==> config.mk <==
export PLATFORM = sky130hd
export DESIGN_NAME = sodor_obs_sink
export DESIGN_NICKNAME = d
export VERILOG_FILES = /design/src/rtl/sodor_obs_sink.sv
export SDC_FILE = /design/constraint.sdc
export NUM_CORES = 1
export LEC_CHECK = 0
export BUFFER_PORTS_ARGS = -buffer_cell sky130_fd_sc_hd__buf_2
export CORE_ASPECT_RATIO = 1.4
export CORE_UTILIZATION = 55
export CTS_BUF_LIST = sky130_fd_sc_hd__clkbuf_16
export DETAILED_ROUTE_END_ITERATION = 12
export PLACE_DENSITY_LB_ADDON = 0.05
export SETUP_SLACK_MARGIN = 0.15
export SLEW_MARGIN = 20
export SYNTH_ARGS = -nofsm -noshare
export SYNTH_HDL_FRONTEND = slang
export SYNTH_SLANG_ARGS = --single-unit
==> constraint.sdc <==
create_clock -name clock -period 3.7 [get_ports clock]
set_input_delay 0.37 -clock clock [delete_from_list [all_inputs] [get_ports clock]]
set_output_delay 0.37 -clock clock [all_outputs]
set_load 0.01 [all_outputs]
==> src/rtl/sodor_obs_sink.sv <==
// Consumer of the six *_obs_src observation channels from two lockstep Sodor tiles.
// Optional SODOR_OBS_SINK_CAPTURE_EN adds the first-mismatch argument capture outputs.
module sodor_obs_sink #(
  parameter int DATA_W = 32,
  parameter int ADDR_W = 21,
  parameter int DEPTH  = 4
) (
  input  logic              clock,
  input  logic              reset,
  input  logic              l_PC_obs_src_cond,
  input  logic [DATA_W-1:0] l_PC_obs_src_arg0,
  input  logic              l_INSTR_obs_src_cond,
  input  logic [DATA_W-1:0] l_INSTR_obs_src_arg0,
  input  logic              l_WADDR_obs_src_cond,
  input  logic [ADDR_W-1:0] l_WADDR_obs_src_arg0,
  input  logic              l_WDATA_obs_src_cond,
  input  logic [DATA_W-1:0] l_WDATA_obs_src_arg0,
  input  logic              l_RADDR_obs_src_cond,
  input  logic [ADDR_W-1:0] l_RADDR_obs_src_arg0,
  input  logic              l_RDATA_obs_src_cond,
  input  logic [DATA_W-1:0] l_RDATA_obs_src_arg0,
  input  logic              r_PC_obs_src_cond,
  input  logic [DATA_W-1:0] r_PC_obs_src_arg0,
  input  logic              r_INSTR_obs_src_cond,
  input  logic [DATA_W-1:0] r_INSTR_obs_src_arg0,
  input  logic              r_WADDR_obs_src_cond,
  input  logic [ADDR_W-1:0] r_WADDR_obs_src_arg0,
  input  logic              r_WDATA_obs_src_cond,
  input  logic [DATA_W-1:0] r_WDATA_obs_src_arg0,
  input  logic              r_RADDR_obs_src_cond,
  input  logic [ADDR_W-1:0] r_RADDR_obs_src_arg0,
  input  logic              r_RDATA_obs_src_cond,
  input  logic [DATA_W-1:0] r_RDATA_obs_src_arg0,
  output logic              mismatch,
  output logic [2:0]        mismatch_chan,
  output logic              overflow,
  output logic              drained
`ifdef SODOR_OBS_SINK_CAPTURE_EN
  ,
  output logic [DATA_W-1:0] mm_left_data,
  output logic [DATA_W-1:0] mm_right_data
`endif
);

  localparam int NCH   = 6;
  localparam int PTR_W = $clog2(DEPTH);
  localparam int CNT_W = PTR_W + 1;

  logic [NCH-1:0]    l_cond_s;
  logic [NCH-1:0]    r_cond_s;
  logic [DATA_W-1:0] l_arg_s [NCH];
  logic [DATA_W-1:0] r_arg_s [NCH];

  logic [DATA_W-1:0] mem_r    [NCH][DEPTH];
  logic [PTR_W-1:0]  wr_ptr_r [NCH];
  logic [PTR_W-1:0]  rd_ptr_r [NCH];
  logic [CNT_W-1:0]  cnt_r    [NCH];
  logic [NCH-1:0]    lead_r;

  logic [DATA_W-1:0] head_s      [NCH];
  logic [DATA_W-1:0] push_data_s [NCH];
  logic [DATA_W-1:0] cmp_l_s     [NCH];
  logic [DATA_W-1:0] cmp_r_s     [NCH];
  logic [NCH-1:0]    empty_s;
  logic [NCH-1:0]    full_s;
  logic [NCH-1:0]    push_s;
  logic [NCH-1:0]    pop_s;
  logic [NCH-1:0]    cmp_s;
  logic [NCH-1:0]    lead_nxt_s;
  logic [NCH-1:0]    accept_s;
  logic [NCH-1:0]    drop_s;
  logic [NCH-1:0]    fail_s;
  logic [2:0]        fail_idx_s;
  logic [DATA_W-1:0] fail_l_s;
  logic [DATA_W-1:0] fail_r_s;

  // Gather the named ports into channel-indexed vectors; address args are zero-extended.
  always_comb begin
    l_cond_s   = {l_RDATA_obs_src_cond, l_RADDR_obs_src_cond, l_WDATA_obs_src_cond,
                  l_WADDR_obs_src_cond, l_INSTR_obs_src_cond, l_PC_obs_src_cond};
    r_cond_s   = {r_RDATA_obs_src_cond, r_RADDR_obs_src_cond, r_WDATA_obs_src_cond,
                  r_WADDR_obs_src_cond, r_INSTR_obs_src_cond, r_PC_obs_src_cond};
    l_arg_s[0] = l_PC_obs_src_arg0;
    l_arg_s[1] = l_INSTR_obs_src_arg0;
    l_arg_s[2] = DATA_W'(l_WADDR_obs_src_arg0);
    l_arg_s[3] = l_WDATA_obs_src_arg0;
    l_arg_s[4] = DATA_W'(l_RADDR_obs_src_arg0);
    l_arg_s[5] = l_RDATA_obs_src_arg0;
    r_arg_s[0] = r_PC_obs_src_arg0;
    r_arg_s[1] = r_INSTR_obs_src_arg0;
    r_arg_s[2] = DATA_W'(r_WADDR_obs_src_arg0);
    r_arg_s[3] = r_WDATA_obs_src_arg0;
    r_arg_s[4] = DATA_W'(r_RADDR_obs_src_arg0);
    r_arg_s[5] = r_RDATA_obs_src_arg0;
  end

  // Per-channel event decode: decide push/pop/compare and which values form the compared pair.
  always_comb begin
    for (int i = 0; i < NCH; i++) begin
      head_s[i]      = mem_r[i][rd_ptr_r[i]];
      empty_s[i]     = (cnt_r[i] == CNT_W'(0));
      full_s[i]      = (cnt_r[i] == CNT_W'(DEPTH));
      push_s[i]      = 1'b0;
      pop_s[i]       = 1'b0;
      cmp_s[i]       = 1'b0;
      lead_nxt_s[i]  = lead_r[i];
      push_data_s[i] = l_arg_s[i];
      cmp_l_s[i]     = l_arg_s[i];
      cmp_r_s[i]     = r_arg_s[i];
      // A popped head always stands in for the leading side of the pair.
      case ({l_cond_s[i], r_cond_s[i]})
        2'b11: begin
          cmp_s[i] = 1'b1;
          if (empty_s[i]) begin
            pop_s[i]  = 1'b0;
          end else begin
            pop_s[i]       = 1'b1;
            push_s[i]      = 1'b1;
            push_data_s[i] = lead_r[i] ? r_arg_s[i] : l_arg_s[i];
            cmp_l_s[i]     = lead_r[i] ? l_arg_s[i] : head_s[i];
            cmp_r_s[i]     = lead_r[i] ? head_s[i]  : r_arg_s[i];
          end
        end
        2'b10: begin
          if (empty_s[i] || !lead_r[i]) begin
            push_s[i]      = 1'b1;
            push_data_s[i] = l_arg_s[i];
            lead_nxt_s[i]  = 1'b0;
          end else begin
            pop_s[i]   = 1'b1;
            cmp_s[i]   = 1'b1;
            cmp_r_s[i] = head_s[i];
          end
        end
        2'b01: begin
          if (empty_s[i] || lead_r[i]) begin
            push_s[i]      = 1'b1;
            push_data_s[i] = r_arg_s[i];
            lead_nxt_s[i]  = 1'b1;
          end else begin
            pop_s[i]   = 1'b1;
            cmp_s[i]   = 1'b1;
            cmp_l_s[i] = head_s[i];
          end
        end
        default: begin
          lead_nxt_s[i] = lead_r[i];
        end
      endcase
      accept_s[i] = push_s[i] && (!full_s[i] || pop_s[i]);
      drop_s[i]   = push_s[i] && full_s[i] && !pop_s[i];
      fail_s[i]   = cmp_s[i] && (cmp_l_s[i] != cmp_r_s[i]);
    end
  end

  // Lowest failing channel this cycle, scanned from the top so index 0 has priority.
  always_comb begin
    fail_idx_s = 3'd0;
    fail_l_s   = {DATA_W{1'b0}};
    fail_r_s   = {DATA_W{1'b0}};
    for (int i = NCH - 1; i >= 0; i--) begin
      fail_idx_s = fail_s[i] ? 3'(i)      : fail_idx_s;
      fail_l_s   = fail_s[i] ? cmp_l_s[i] : fail_l_s;
      fail_r_s   = fail_s[i] ? cmp_r_s[i] : fail_r_s;
    end
  end

  // Skew buffer pointers, occupancy and lead side.
  always_ff @(posedge clock) begin
    if (reset) begin
      for (int i = 0; i < NCH; i++) begin
        wr_ptr_r[i] <= {PTR_W{1'b0}};
        rd_ptr_r[i] <= {PTR_W{1'b0}};
        cnt_r[i]    <= {CNT_W{1'b0}};
      end
      lead_r <= {NCH{1'b0}};
    end else begin
      for (int i = 0; i < NCH; i++) begin
        if (accept_s[i]) begin
          wr_ptr_r[i] <= wr_ptr_r[i] + PTR_W'(1);
        end
        if (pop_s[i]) begin
          rd_ptr_r[i] <= rd_ptr_r[i] + PTR_W'(1);
        end
        case ({accept_s[i], pop_s[i]})
          2'b10:   cnt_r[i] <= cnt_r[i] + CNT_W'(1);
          2'b01:   cnt_r[i] <= cnt_r[i] - CNT_W'(1);
          default: cnt_r[i] <= cnt_r[i];
        endcase
      end
      lead_r <= lead_nxt_s;
    end
  end

  // Skew buffer storage; contents are only meaningful below cnt, so no reset is needed.
  always_ff @(posedge clock) begin
    for (int i = 0; i < NCH; i++) begin
      if (accept_s[i]) begin
        mem_r[i][wr_ptr_r[i]] <= push_data_s[i];
      end
    end
  end

  // Sticky status flags and first-failure channel.
  always_ff @(posedge clock) begin
    if (reset) begin
      mismatch      <= 1'b0;
      mismatch_chan <= 3'd0;
      overflow      <= 1'b0;
    end else begin
      if (|fail_s) begin
        mismatch <= 1'b1;
      end
      if ((|fail_s) && !mismatch) begin
        mismatch_chan <= fail_idx_s;
      end
      if (|drop_s) begin
        overflow <= 1'b1;
      end
    end
  end

`ifdef SODOR_OBS_SINK_CAPTURE_EN
  // Capture the compared pair that caused the first mismatch.
  always_ff @(posedge clock) begin
    if (reset) begin
      mm_left_data  <= {DATA_W{1'b0}};
      mm_right_data <= {DATA_W{1'b0}};
    end else if ((|fail_s) && !mismatch) begin
      mm_left_data  <= fail_l_s;
      mm_right_data <= fail_r_s;
    end
  end
`else
  // Without capture the failing pair is only used to detect the mismatch itself.
  logic unused_fail_data_s;
  assign unused_fail_data_s = ^{fail_l_s, fail_r_s};
`endif

  // Drained whenever every channel's occupancy is zero after the last edge.
  always_comb begin
    drained = 1'b1;
    for (int i = 0; i < NCH; i++) begin
      drained = drained & (cnt_r[i] == CNT_W'(0));
    end
  end

endmodule

### Word-level counts from Yosys, hierarchy flattened

Memories as Yosys holds them, arrays and structs flattened.
Index checks and enable logic that the tools add are counted.

| operators by class | value |
|---|---|
| add/subtract/negate cells | 24 |
| order comparisons | 18 |
| equal/unequal tests | 54 |
| mux-type cells | 302 |
| bitwise logic cells | 47 |
| reduce and logical (&&, ||, !) cells | 94 |

Operators by type and width:

| kind | number |
|---|---|
| $mux W32 | 66 |
| $pmux W32 S2 | 16 |
| $mux W128 | 6 |
| $bmux W32 S2 | 6 |
| $demux W32 S2 | 6 |
| $ne A32 B32 Y1 | 6 |
| $mux W1 | 134 |
| $mux W21 | 6 |
| $pmux W21 S2 | 2 |
| $mux W3 | 24 |
| $pmux W1 S3 | 18 |
| $eq A2 B2 Y1 const B | 18 |
| $ge A3 B3 Y1 const B | 12 |
| $not A2 Y3 | 12 |
| $logic_and A1 B1 Y1 | 31 |
| $or A1 B1 Y1 | 30 |
| $add A2 B1 Y2 const B | 12 |
| $eq A2 B1 Y1 const B | 12 |
| $mux W2 | 12 |
| $ne A2 B2 Y1 const B | 12 |
| $logic_not A1 Y1 | 19 |
| $add A3 B1 Y3 const B | 6 |
| $eq A3 B3 Y1 const B | 6 |
| $logic_not A3 Y1 | 6 |
| other kinds (9) | 61 |

| word-level totals | value |
|---|---|
| bits in registers | 11 |
| memory bits (writable) | 810 |
| input port bits | 354 |
| output and inout bits | 6 |
| logic and storage cells | 552 |
| memories kept | 4 |

Memory list:

| name | words | bits a word | rd ports | clocked after Yosys merged registers in | wr ports | line | source |
|---|---|---|---|---|---|---|---|
| mem_r | 6 | 128 | 6 | 0 | 6 | 54 | `logic [DATA_W-1:0] mem_r [NCH][DEPTH];` |
| cnt_r | 6 | 3 | 6 | 0 | 6 | 57 | `logic [CNT_W-1:0] cnt_r [NCH];` |
| rd_ptr_r | 6 | 2 | 6 | 0 | 6 | 56 | `logic [PTR_W-1:0] rd_ptr_r [NCH];` |
| wr_ptr_r | 6 | 2 | 6 | 0 | 6 | 55 | `logic [PTR_W-1:0] wr_ptr_r [NCH];` |

### Longest topological paths before layout

Gate-level depths: netlist of run 1.
An unclocked memory read counts as a cell.

| depth | value |
|---|---|
| word-level depth | 16 |
| depth in mapped cells | 15 |
| gate-level depth less buffers | 14 |

### Worst setup path before layout of run 1

No wires, ideal clock.

| path | value |
|---|---|
| path type | input port to flip-flop |
| start point | input l_RADDR_obs_src_cond |
| end point | memory cnt_r[4][2] (netlist name) (data pin) |
| library setup time | 0.266 ns |
| arrival time | 2.905 ns |
| data required time | 3.434 ns |
| path slack | 0.529 ns |
| stages | 15 |
| buffers on the path | 1 |
| cells stage by stage | inv_1 ha_1 mux2_2 o21ai_1 or2_2 clkbuf_1 nand3_1 nand2_1 ha_1 nand2b_1 fa_1 xor2_1 nor3_1 a21oi_1 nor2_1 |

RTL lines:

| element | line | source |
|---|---|---|
| start, declared | 18 | `input logic l_RADDR_obs_src_cond,` |
| end, declared | 57 |  |

==> results.rst, run 1 <==
.. list-table::
   :header-rows: 1

   * - Metric
     - Value
   * - Run status
     - finished, final reports clean
   * - Residual DRC
     - 0
   * - Reg clk slew, reported paths
     - approximately 0.07 ns
   * - Sum of net half-perimeters after detailed placement
     - 72.02 mm
   * - Largest cells by area after synthesis
     - edfxtp_1 (58%), mux4_2 (9.7%), mux2_2 (3.9%)
   * - Number of fill cells
     - roughly 5,000
   * - Via count
     - ~25,000
   * - Cell area power density
     - around 740 nW/µm²
   * - Mean cell area of the mapped netlist
     - roughly 14 µm²
   * - Max transition margin
     - 0.4107
   * - Number of cells on the worst reg-to-reg path
     - 11
   * - Final cell area excluding filler cells
     - approximately 44,000 µm²
   * - Synth Warn #
     - 0
   * - Global router's overall resource usage
     - 0.2900
   * - Share of the clock period used by the worst path
     - 0.9266
   * - Sequential cell area
     - 21,900 µm²
   * - Required time reported for the critical path endpoint
     - approximately 4.2 ns
   * - Number of buffer cells added on primary ports
     - about 360
   * - Cell Count Post-Placement
     - 3,852
   * - Post-route setup TNS
     - 0 ns
   * - Depth of the CTS H-tree
     - 3
   * - Peak supply drop
     - around 560 µV
   * - Largest net degree at the start of global routing
     - between 40 and 50
   * - Net count of the finished layout
     - 3,489
   * - Reg-to-reg setup timing slack
     - 0.27 ns
   * - Shortest clock period the worst path allows after layout
     - 3.428 ns
   * - Area used by multi-input combinational logic
     - 14,860 µm²
   * - Start of the worst register-to-register path
     - rd_ptr_r[3][0]$_SDFFCE_PN0P_
   * - Remaining number of nets flagged by the antenna check after routing
     - 0
   * - Area of the mapped netlist
     - ~38,000 µm²
   * - Layout Cells excl Fill
     - 4,035
   * - Worst min-delay path class
     - input pin to flip-flop
   * - Library cell with the largest summed area after synthesis
     - edfxtp_1
   * - Gate power share
     - 0.380
   * - Primary flip-flop cell chosen by synthesis mapping
     - edfxtp_1
   * - Std-Cell Rows
     - approximately 110
   * - Data arrival time of the critical path
     - 3.94 ns
   * - Startpoint type of the worst setup path
     - flip-flop
   * - Worst R2R End
     - mismatch_chan[0]$_SDFFE_PP0P_
   * - TritonCTS Sinks
     - between 700 and 800
   * - Count of unique library cells instantiated by Yosys
     - 87
   * - Wire length of the first global-routing pass
     - approximately 150 mm
   * - WL/cell
     - between 20 and 25 µm
   * - Synthesis-to-finish area growth
     - 16.22%
   * - Final Max Slew Viols
     - 0
   * - Fraction of synthesized cell area in xor and xnor cells
     - 0.06505
   * - Overall power consumption
     - approximately 32 mW
   * - Post-synthesis cell count
     - between 2,000 and 3,000
   * - Endpoint class of the critical path
     - flip-flop
   * - Sequential area share after synthesis
     - 0.5830
   * - Syn_nets
     - 3,052
   * - RD Place Congestion
     - approximately 0.95
   * - Worst hold endpoint
     - lead_r[0]$_SDFFE_PP0P_
   * - Simple-gate area share of the yosys netlist
     - 0.07318
   * - Effective utilization at floorplan
     - 0.5547
   * - Antenna violations before repair
     - 31
   * - Total cell area at the placement stage
     - ~40,000 µm²
   * - Fraction of synthesized cell area taken by the top area cell type
     - 0.5772
   * - Number of global-route vias before repair
     - 25,820
   * - Share of cell area taken by muxes after synthesis
     - 0.1534
   * - Clock buffers created by TritonCTS
     - 72
   * - Grt ovf
     - 0
   * - Cells on Worst Hold Path
     - 3
   * - Total wire length
     - between 100 and 150 mm
   * - Maximum count of clock buffers along a single path
     - 3
   * - Core Area
     - 67,720 µm²
   * - Post-route clock skew
     - about 0.037 ns
   * - Share of synthesized registers carrying an async set or reset
     - 0
   * - Net switching component of the power
     - between 10 and 15 mW
   * - Critical path peak fanout
     - 5
   * - DIE AREA
     - approximately 70,000 µm²
   * - Hold Violations, Final
     - 0
   * - Clock tree from TritonCTS
     - built
   * - Startpoint of the tightest hold check path
     - r_PC_obs_src_cond
   * - Sequential Power Share
     - 0.395
   * - Fmax
     - 0.2917 GHz
   * - Hold-fix buffers, CTS
     - 0
   * - Unrepaired setup endpoints after global routing
     - yes
   * - Standby leakage power
     - between 15 and 20 nW
   * - CTS Root Cell
     - clkbuf_16
   * - Slew at the pin with the worst max-slew slack
     - a little under 0.9 ns
   * - Insertion delay of the later-clocked pin in the worst-skew pair
     - 0.64 ns
   * - Clock network fraction of design power
     - 0.225
   * - Compound-cell area share of the yosys netlist
     - 0.08054
   * - Combinational family with the most area after synthesis
     - multiplexers
   * - # IOs
     - 360
   * - Number of enable flip-flop cells after synthesis
     - between 700 and 800
   * - Crit Path Class
     - flip-flop to flip-flop
   * - Reported max-cap violation count
     - 0
   * - Final setup fails
     - 0
   * - Area share of fa/ha/maj cells after synthesis
     - 0.01699
   * - Detailed-routing iteration count for the pre-antenna-repair pass
     - 7
   * - Int Pwr
     - 21.19 mW
   * - Fraction of power spent switching nets
     - 0.3418
   * - Proportion of layout cells with a drive suffix above 1
     - 0.3000
   * - Detail-routed via count per cell
     - 6.180
   * - Die width
     - around 220 µm
   * - Post-Route Hold Slack
     - approximately 0.095 ns
   * - Number of DRC markers after the initial detailed-route iteration
     - 1,937
   * - Vert. Die Dim
     - slightly above 300 µm
   * - Register bit total from synthesis
     - around 730
[cell families after synthesis]
logic type / count (synthesis)
multiplexers: 353
flip-flops: 733
buffers and inverters: 249
AO/OA/AOI/OAI: 448
adder cells (fa/ha/maj): 48
AND/OR/NAND/NOR: 540
XOR/XNOR: 279
[cell usage in the layout, fill, tap and decap left out, types with 59 or more instances in the layout]
cell,instances
xor2_1,122
mux4_2,164
xnor2_1,157
nor3_1,66
nor2_1,86
nand3_1,59
o21ai_0,96
a21oi_1,92
clkbuf_16,75
buf_4,116
buf_2,359
edfxtp_1,722
nand2_1,130
mux2_2,131
inv_1,131
[worst max-delay path, stage by stage, from the launching register on]
cell and delay (ns):
edfxtp_1 0.39, buf_4 0.16, buf_12 0.12, mux4_2 0.55, a222oi_1 0.34, nor2_1 0.07, or4b_4 0.54, a2111oi_4 0.41
a31oi_4 0.18, nor2b_1 0.17, o31ai_1 0.27, mux2i_1 0.10
[routing by layer]
metal | vias to the layer above | GRT usage | wire length (µm)
li1 | 11260 | - | -
met1 | 12540 | 0.3367 | 37100
met2 | 858 | 0.5163 | 53650
met3 | 258 | 0.05184 | 5618
met4 | 16 | 0.1389 | 4375
met5 | - | 0 | 103
[worst max path at each step]
stage	from	endpoint	slack, ns	cells after the start
4_1_cts	rd_ptr_r[4][0]$_SDFFCE_PN0P_	mismatch_chan[0]$_SDFFE_PP0P_	0.20	10
5_1_grt	rd_ptr_r[3][0]$_SDFFCE_PN0P_	mismatch_chan[0]$_SDFFE_PP0P_	0.09	11
6_report	rd_ptr_r[3][0]$_SDFFCE_PN0P_	mismatch_chan[0]$_SDFFE_PP0P_	0.27	11
3_3_place_gp	rd_ptr_r[5][0]$_SDFFCE_PN0P_	mismatch_chan[0]$_SDFFE_PP0P_	0.10	13
2_1_floorplan	l_RADDR_obs_src_cond	cnt_r[4][2]$_SDFFCE_PP0P_	0.53	15
3_5_place_dp	rd_ptr_r[5][0]$_SDFFCE_PN0P_	mismatch_chan[0]$_SDFFE_PP0P_	0.05	13
[sequential cells by signal, indices dropped and copies added (netlist names)]
| signal | cells |
|---|---|
| cnt_r | 18 |
| lead_r | 6 |
| mem_r | 680 |
| mismatch | 1 |
| mismatch_chan | 3 |
| overflow | 1 |
| rd_ptr_r | 12 |
| wr_ptr_r | 12 |
[stage by stage]
stage | utilization | worst slack [ns]
after global routing | 0.6443 | 0.09143
final | 0.6447 | 0.2716
after CTS | 0.6384 | 0.1966
after detailed placement | 0.6038 | 0.05258
after global placement | 0.6038 | 0.1032
after floorplan | - | 0.5288
[layout make-up]
class,count,area share
Multi-Input combinational cell,1668,0.3403
Clock inverter,58,0.01155
Inverter,121,0.01040
Tap cell,862,0.02470
Clock buffer,72,0.04127
Sequential cell,733,0.5016
Timing Repair Buffer,491,0.06838
Antenna cell,30,0.001719
[timing repair]
| item | CTS | global route |
|---|---|---|
| setup buffers | 3 | 17 |
| resized for setup | 5 | 28 |
| gates cloned | 0 | 3 |
| pin swaps | 0 | 7 |
| setup endpoints to repair | 3 | 5 |
| hold endpoints to repair | 0 | 0 |
[cells in the mapped netlist (23+ instances only)]
master / n
nand4_1: 31
a21oi_1: 92
a22o_1: 26
nand3_1: 59
ha_1: 43
nand2b_1: 35
clkbuf_1: 79
xor2_1: 122
edfxtp_1: 722
buf_2: 34
o21ai_0: 97
a31oi_1: 35
o22ai_1: 23
mux2i_1: 57
mux2_2: 131
nor3_1: 67
nand2_1: 130
xnor2_1: 157
inv_1: 120
nor2_1: 90
mux4_2: 162
[power groups by stage]
stage	clock (mW)	combinational [mW]	sequential, mW
6_report	7.23	12.2	12.7
5_1_grt	7.65	13.2	12.9
4_1_cts	7.37	12.0	12.7
3_5_place_dp	0	11.9	12.9
3_3_place_gp	0	11.7	12.8
2_1_floorplan	0	8.24	12.6
Note: power is estimated with default switching activity, not from simulation.
==> run 2: changes to the inputs <==
--- a/config.mk
+++ b/config.mk
@@ -5,6 +5,7 @@
 export SDC_FILE = /design/constraint.sdc
 export NUM_CORES = 1
 export LEC_CHECK = 0
+export ABC_AREA = 1
 export BUFFER_PORTS_ARGS = -buffer_cell sky130_fd_sc_hd__buf_2
 export CORE_ASPECT_RATIO = 1.4
 export CORE_UTILIZATION = 55
==> run 2 against run 1 <==
Against the previous run: maximum frequency is 12% higher; power down 7.2%; sequential cell count is the same; final area grew 5.1%; highest routed layer unchanged.
==> results.rst, run 2 <==
.. list-table::
   :header-rows: 1

   * - Metric
     - Value
   * - Number of cells on the worst reg-to-reg path
     - 15 (+4)
   * - Data arrival time of the critical path
     - 3.52 ns (-0.42 ns)
   * - Number of enable flip-flop cells after synthesis
     - 722 (unchanged)
   * - Residual DRC
     - 0 (unchanged)
   * - DIE AREA
     - 75,110 µm² (+8.3%)
   * - TritonCTS Sinks
     - 733 (unchanged)
   * - Detail-routed via count per cell
     - 5.262 (-15%)
   * - Final cell area excluding filler cells
     - 45,880 µm² (+5.1%)
   * - Share of synthesized registers carrying an async set or reset
     - 0 (unchanged)
   * - Fraction of power spent switching nets
     - 0.3681 (+0.02628)
   * - Maximum count of clock buffers along a single path
     - 3 (unchanged)
   * - Std-Cell Rows
     - 117 (+3.5%)
   * - Peak supply drop
     - 459.5 µV (-18%)
   * - Cell Count Post-Placement
     - 6,189 (+61%)
   * - Shortest clock period the worst path allows after layout
     - 3.064 ns (-0.3643 ns)
   * - Wire length of the first global-routing pass
     - 162.3 mm (+6.8%)
   * - Int Pwr
     - 18.87 mW (-11%)
   * - Fraction of synthesized cell area taken by the top area cell type
     - 0.5327 (-0.04445)
   * - Number of global-route vias before repair
     - 31,240 (+21%)
   * - Gate power share
     - 0.361 (-0.019)
   * - Critical path peak fanout
     - 8 (+3)
   * - Remaining number of nets flagged by the antenna check after routing
     - 0 (unchanged)
   * - Total wire length
     - 105.3 mm (+4.4%)
   * - Primary flip-flop cell chosen by synthesis mapping
     - edfxtp_1
   * - Commonest non-fill, non-tap cells in the layout
     - nand2_1 (2,232), edfxtp_1 (722), inv_1 (493), nand3_1 (411), buf_2 (359)
   * - Layout Cells excl Fill
     - 6,324 (+57%)
   * - Largest register FFs
     - 680 (unchanged)
   * - Synth Warn #
     - 0 (unchanged)
   * - Syn_nets
     - 5,414 (+77%)
   * - # IOs
     - 360 (unchanged)
   * - Vert. Die Dim
     - 323.9 µm (+4.1%)
   * - Reported max-cap violation count
     - 0 (unchanged)
   * - Clock network fraction of design power
     - 0.248 (+0.023)
   * - Worst min-delay path class
     - input pin to flip-flop
   * - Crit Path Class
     - flip-flop to flip-flop
   * - Net count of the finished layout
     - 5,714 (+64%)
   * - Number of DRC markers after the initial detailed-route iteration
     - 2,251 (+16%)
   * - Sequential area share after synthesis
     - 0.5381 (-0.04490)
   * - Library cell with the largest summed area after synthesis
     - edfxtp_1
   * - Share of the clock period used by the worst path
     - 0.8281 (-0.09847)
   * - Area of the mapped netlist
     - 40,700 µm² (+8.3%)
   * - CTS Root Cell
     - clkbuf_16
   * - Post-synthesis cell count
     - 5,012 (+89%)
   * - Post-route clock skew
     - 0.02272 ns (-0.01438 ns)
   * - Most frequently used cell type in the post-synthesis netlist
     - nand2_1
   * - Post-route setup TNS
     - 0 ns (unchanged)
   * - Mean cell area of the mapped netlist
     - 8.120 µm² (-43%)
   * - Detailed-routing iteration count for the pre-antenna-repair pass
     - 5 (-2)
   * - Unrepaired setup endpoints after global routing
     - no
   * - Run status
     - finished, final reports clean
   * - Endpoint class of the critical path
     - flip-flop
   * - Clock buffers created by TritonCTS
     - 73 (+1.4%)
   * - Insertion delay of the later-clocked pin in the worst-skew pair
     - 0.63 ns (about the same)
   * - Number of buffer cells added on primary ports
     - 359 (unchanged)
   * - Commonest non-fill, non-tap cell in the layout
     - nand2_1
   * - Register bit total from synthesis
     - 733 (unchanged)
   * - Largest cells by area after synthesis
     - edfxtp_1 (53%), nand2_1 (21%), nand3_1 (5.1%)
   * - Antenna violations before repair
     - 17 (-45%)
   * - Largest net degree at the start of global routing
     - 67 (+40%)
   * - Sum of net half-perimeters after detailed placement
     - 71.12 mm (-1.3%)
   * - Clock tree from TritonCTS
     - built
   * - Proportion of layout cells with a drive suffix above 1
     - 0.1271 (-0.1729)
   * - RD Place Congestion
     - 0.9251 (-2.2%)
   * - Startpoint type of the worst setup path
     - flip-flop
   * - Fmax
     - 0.3264 GHz (+12%)
   * - Synthesis-to-finish area growth
     - 12.74%
   * - Net switching component of the power
     - 10.99 mW (-0.11%)
   * - Slew at the pin with the worst max-slew slack
     - 0.7589 ns (-0.1250 ns)
   * - Cell area power density
     - 650.8 nW/µm² (-12%)
   * - Sequential Power Share
     - 0.392 (-0.003)
   * - Reg clk slew, reported paths
     - 0.06 ns (about the same)
   * - Core Area
     - 72,900 µm² (+7.6%)
   * - WL/cell
     - 16.65 µm (-33%)
   * - Max transition margin
     - 0.4925 (+0.08174)
   * - Count of unique library cells instantiated by Yosys
     - 46 (-47%)
   * - Via count
     - 33,280 (+33%)
   * - Total cell area at the placement stage
     - 43,480 µm² (+6.3%)
   * - Effective utilization at floorplan
     - 0.5583 (+0.003590)
   * - Buffers inserted during post-CTS setup optimization
     - 0 (-3)
   * - Commonest cells in the netlist
     - nand2_1 (2,232), edfxtp_1 (722), inv_1 (477)
   * - Hold Violations, Final
     - 0 (unchanged)
   * - Final setup fails
     - 0 (unchanged)
   * - Required time reported for the critical path endpoint
     - 4.15 ns (-0.06 ns)
   * - Final Max Slew Viols
     - 0 (unchanged)
   * - Cells on Worst Hold Path
     - 3 (unchanged)
   * - Global router's overall resource usage
     - 0.2799 (-0.01008)
   * - Standby leakage power
     - 21.46 nW (+40%)
   * - Grt ovf
     - 0 (unchanged)
   * - Depth of the CTS H-tree
     - 3 (unchanged)
   * - Die width
     - 231.9 µm (+4.1%)
run 2: metrics by stage:
step / power, mW / worst slack (ns) / util / hold WS, ns
CTS: 30.02 / 0.4509 / 0.6291 / 0.06130
finish: 29.86 / 0.6359 / 0.6294 / 0.1115
floorplan: 19.56 / 0.3872 / - / 0.4643
global placement: 22.40 / 0.5642 / 0.5964 / 0.4494
global route: 31.84 / 0.3053 / 0.6292 / 0.09668
detailed placement: 22.61 / 0.4572 / 0.5964 / 0.4680
run 2: logic make-up after synthesis:
logic type	synth area share
adders and majority gates	0.01568
xor gates and xnor gates	0.003443
DFF	0.5381
buffers and inverters	0.07664
muxes	0.01574
AOI/OAI and AO/OA	0.05269
and+or+nand+nor	0.2977
run 2: layout make-up:
cell class / count / area, µm²
antenna: 7 / 17.52
clock buffer: 75 / 1877
clock inverter: 53 / 504.2
fill: 6356 / 27020
inverter: 503 / 1888
multi-input combinational: 3556 / 15820
sequential: 733 / 21900
tap: 952 / 1191
timing repair buffer: 445 / 2680
run 2: power by group through the flow:
stage          Combinational (mW)  Clock (mW)  Sequential [mW]
2_1_floorplan                7.73           0             11.8
3_3_place_gp                 10.6           0             11.8
3_5_place_dp                 10.7           0             11.9
4_1_cts                      10.8        7.53             11.7
5_1_grt                      12.2        7.84             11.8
6_report                     10.8        7.40             11.7
run 2: routing by layer:
metal | part of all wire | vias to the layer above | track usage | wire (µm)
met5 | 0.0013 | - | 0 | 138
met3 | 0.055 | 248 | 0.04017 | 5781
li1 | - | 16770 | - | -
met2 | 0.50 | 925 | 0.5015 | 52990
met1 | 0.40 | 15310 | 0.3290 | 41940
met4 | 0.042 | 22 | 0.1310 | 4456
run 2: repair_timing:
action | CTS | global route
hold buffers | 0 | 0
setup endpoints to repair | 0 | 3
gates resized for setup | 0 | 1
run 2: final timing paths:
| kind | slack [ns] | end | start |
|---|---|---|---|
| worst max-delay path | 0.64 | cnt_r[4][2]$_SDFFCE_PP0P_ | cnt_r[4][0]$_SDFFCE_PP0P_ |
| worst min-delay path | 0.11 | lead_r[2]$_SDFFE_PP0P_ | r_WADDR_obs_src_cond |
| worst max register to register | 0.64 | cnt_r[4][2]$_SDFFCE_PP0P_ | cnt_r[4][0]$_SDFFCE_PP0P_ |
| worst min register to register | 0.48 | overflow$_SDFFE_PP0P_ | overflow$_SDFFE_PP0P_ |
run 2: critical path, stage by stage, from the launching register on:
cell and delay, ns:
edfxtp_1 0.42, nor2_1 0.13, nand2_2 0.16, nand3_1 0.13
nand2_1 0.07, o21ai_1 0.22, a21oi_1 0.14, inv_1 0.26
ha_1 0.25, inv_1 0.05, nor2_1 0.12, inv_1 0.07
fa_1 0.37, xnor2_1 0.21, nor2_1 0.07, a211oi_1 0.21
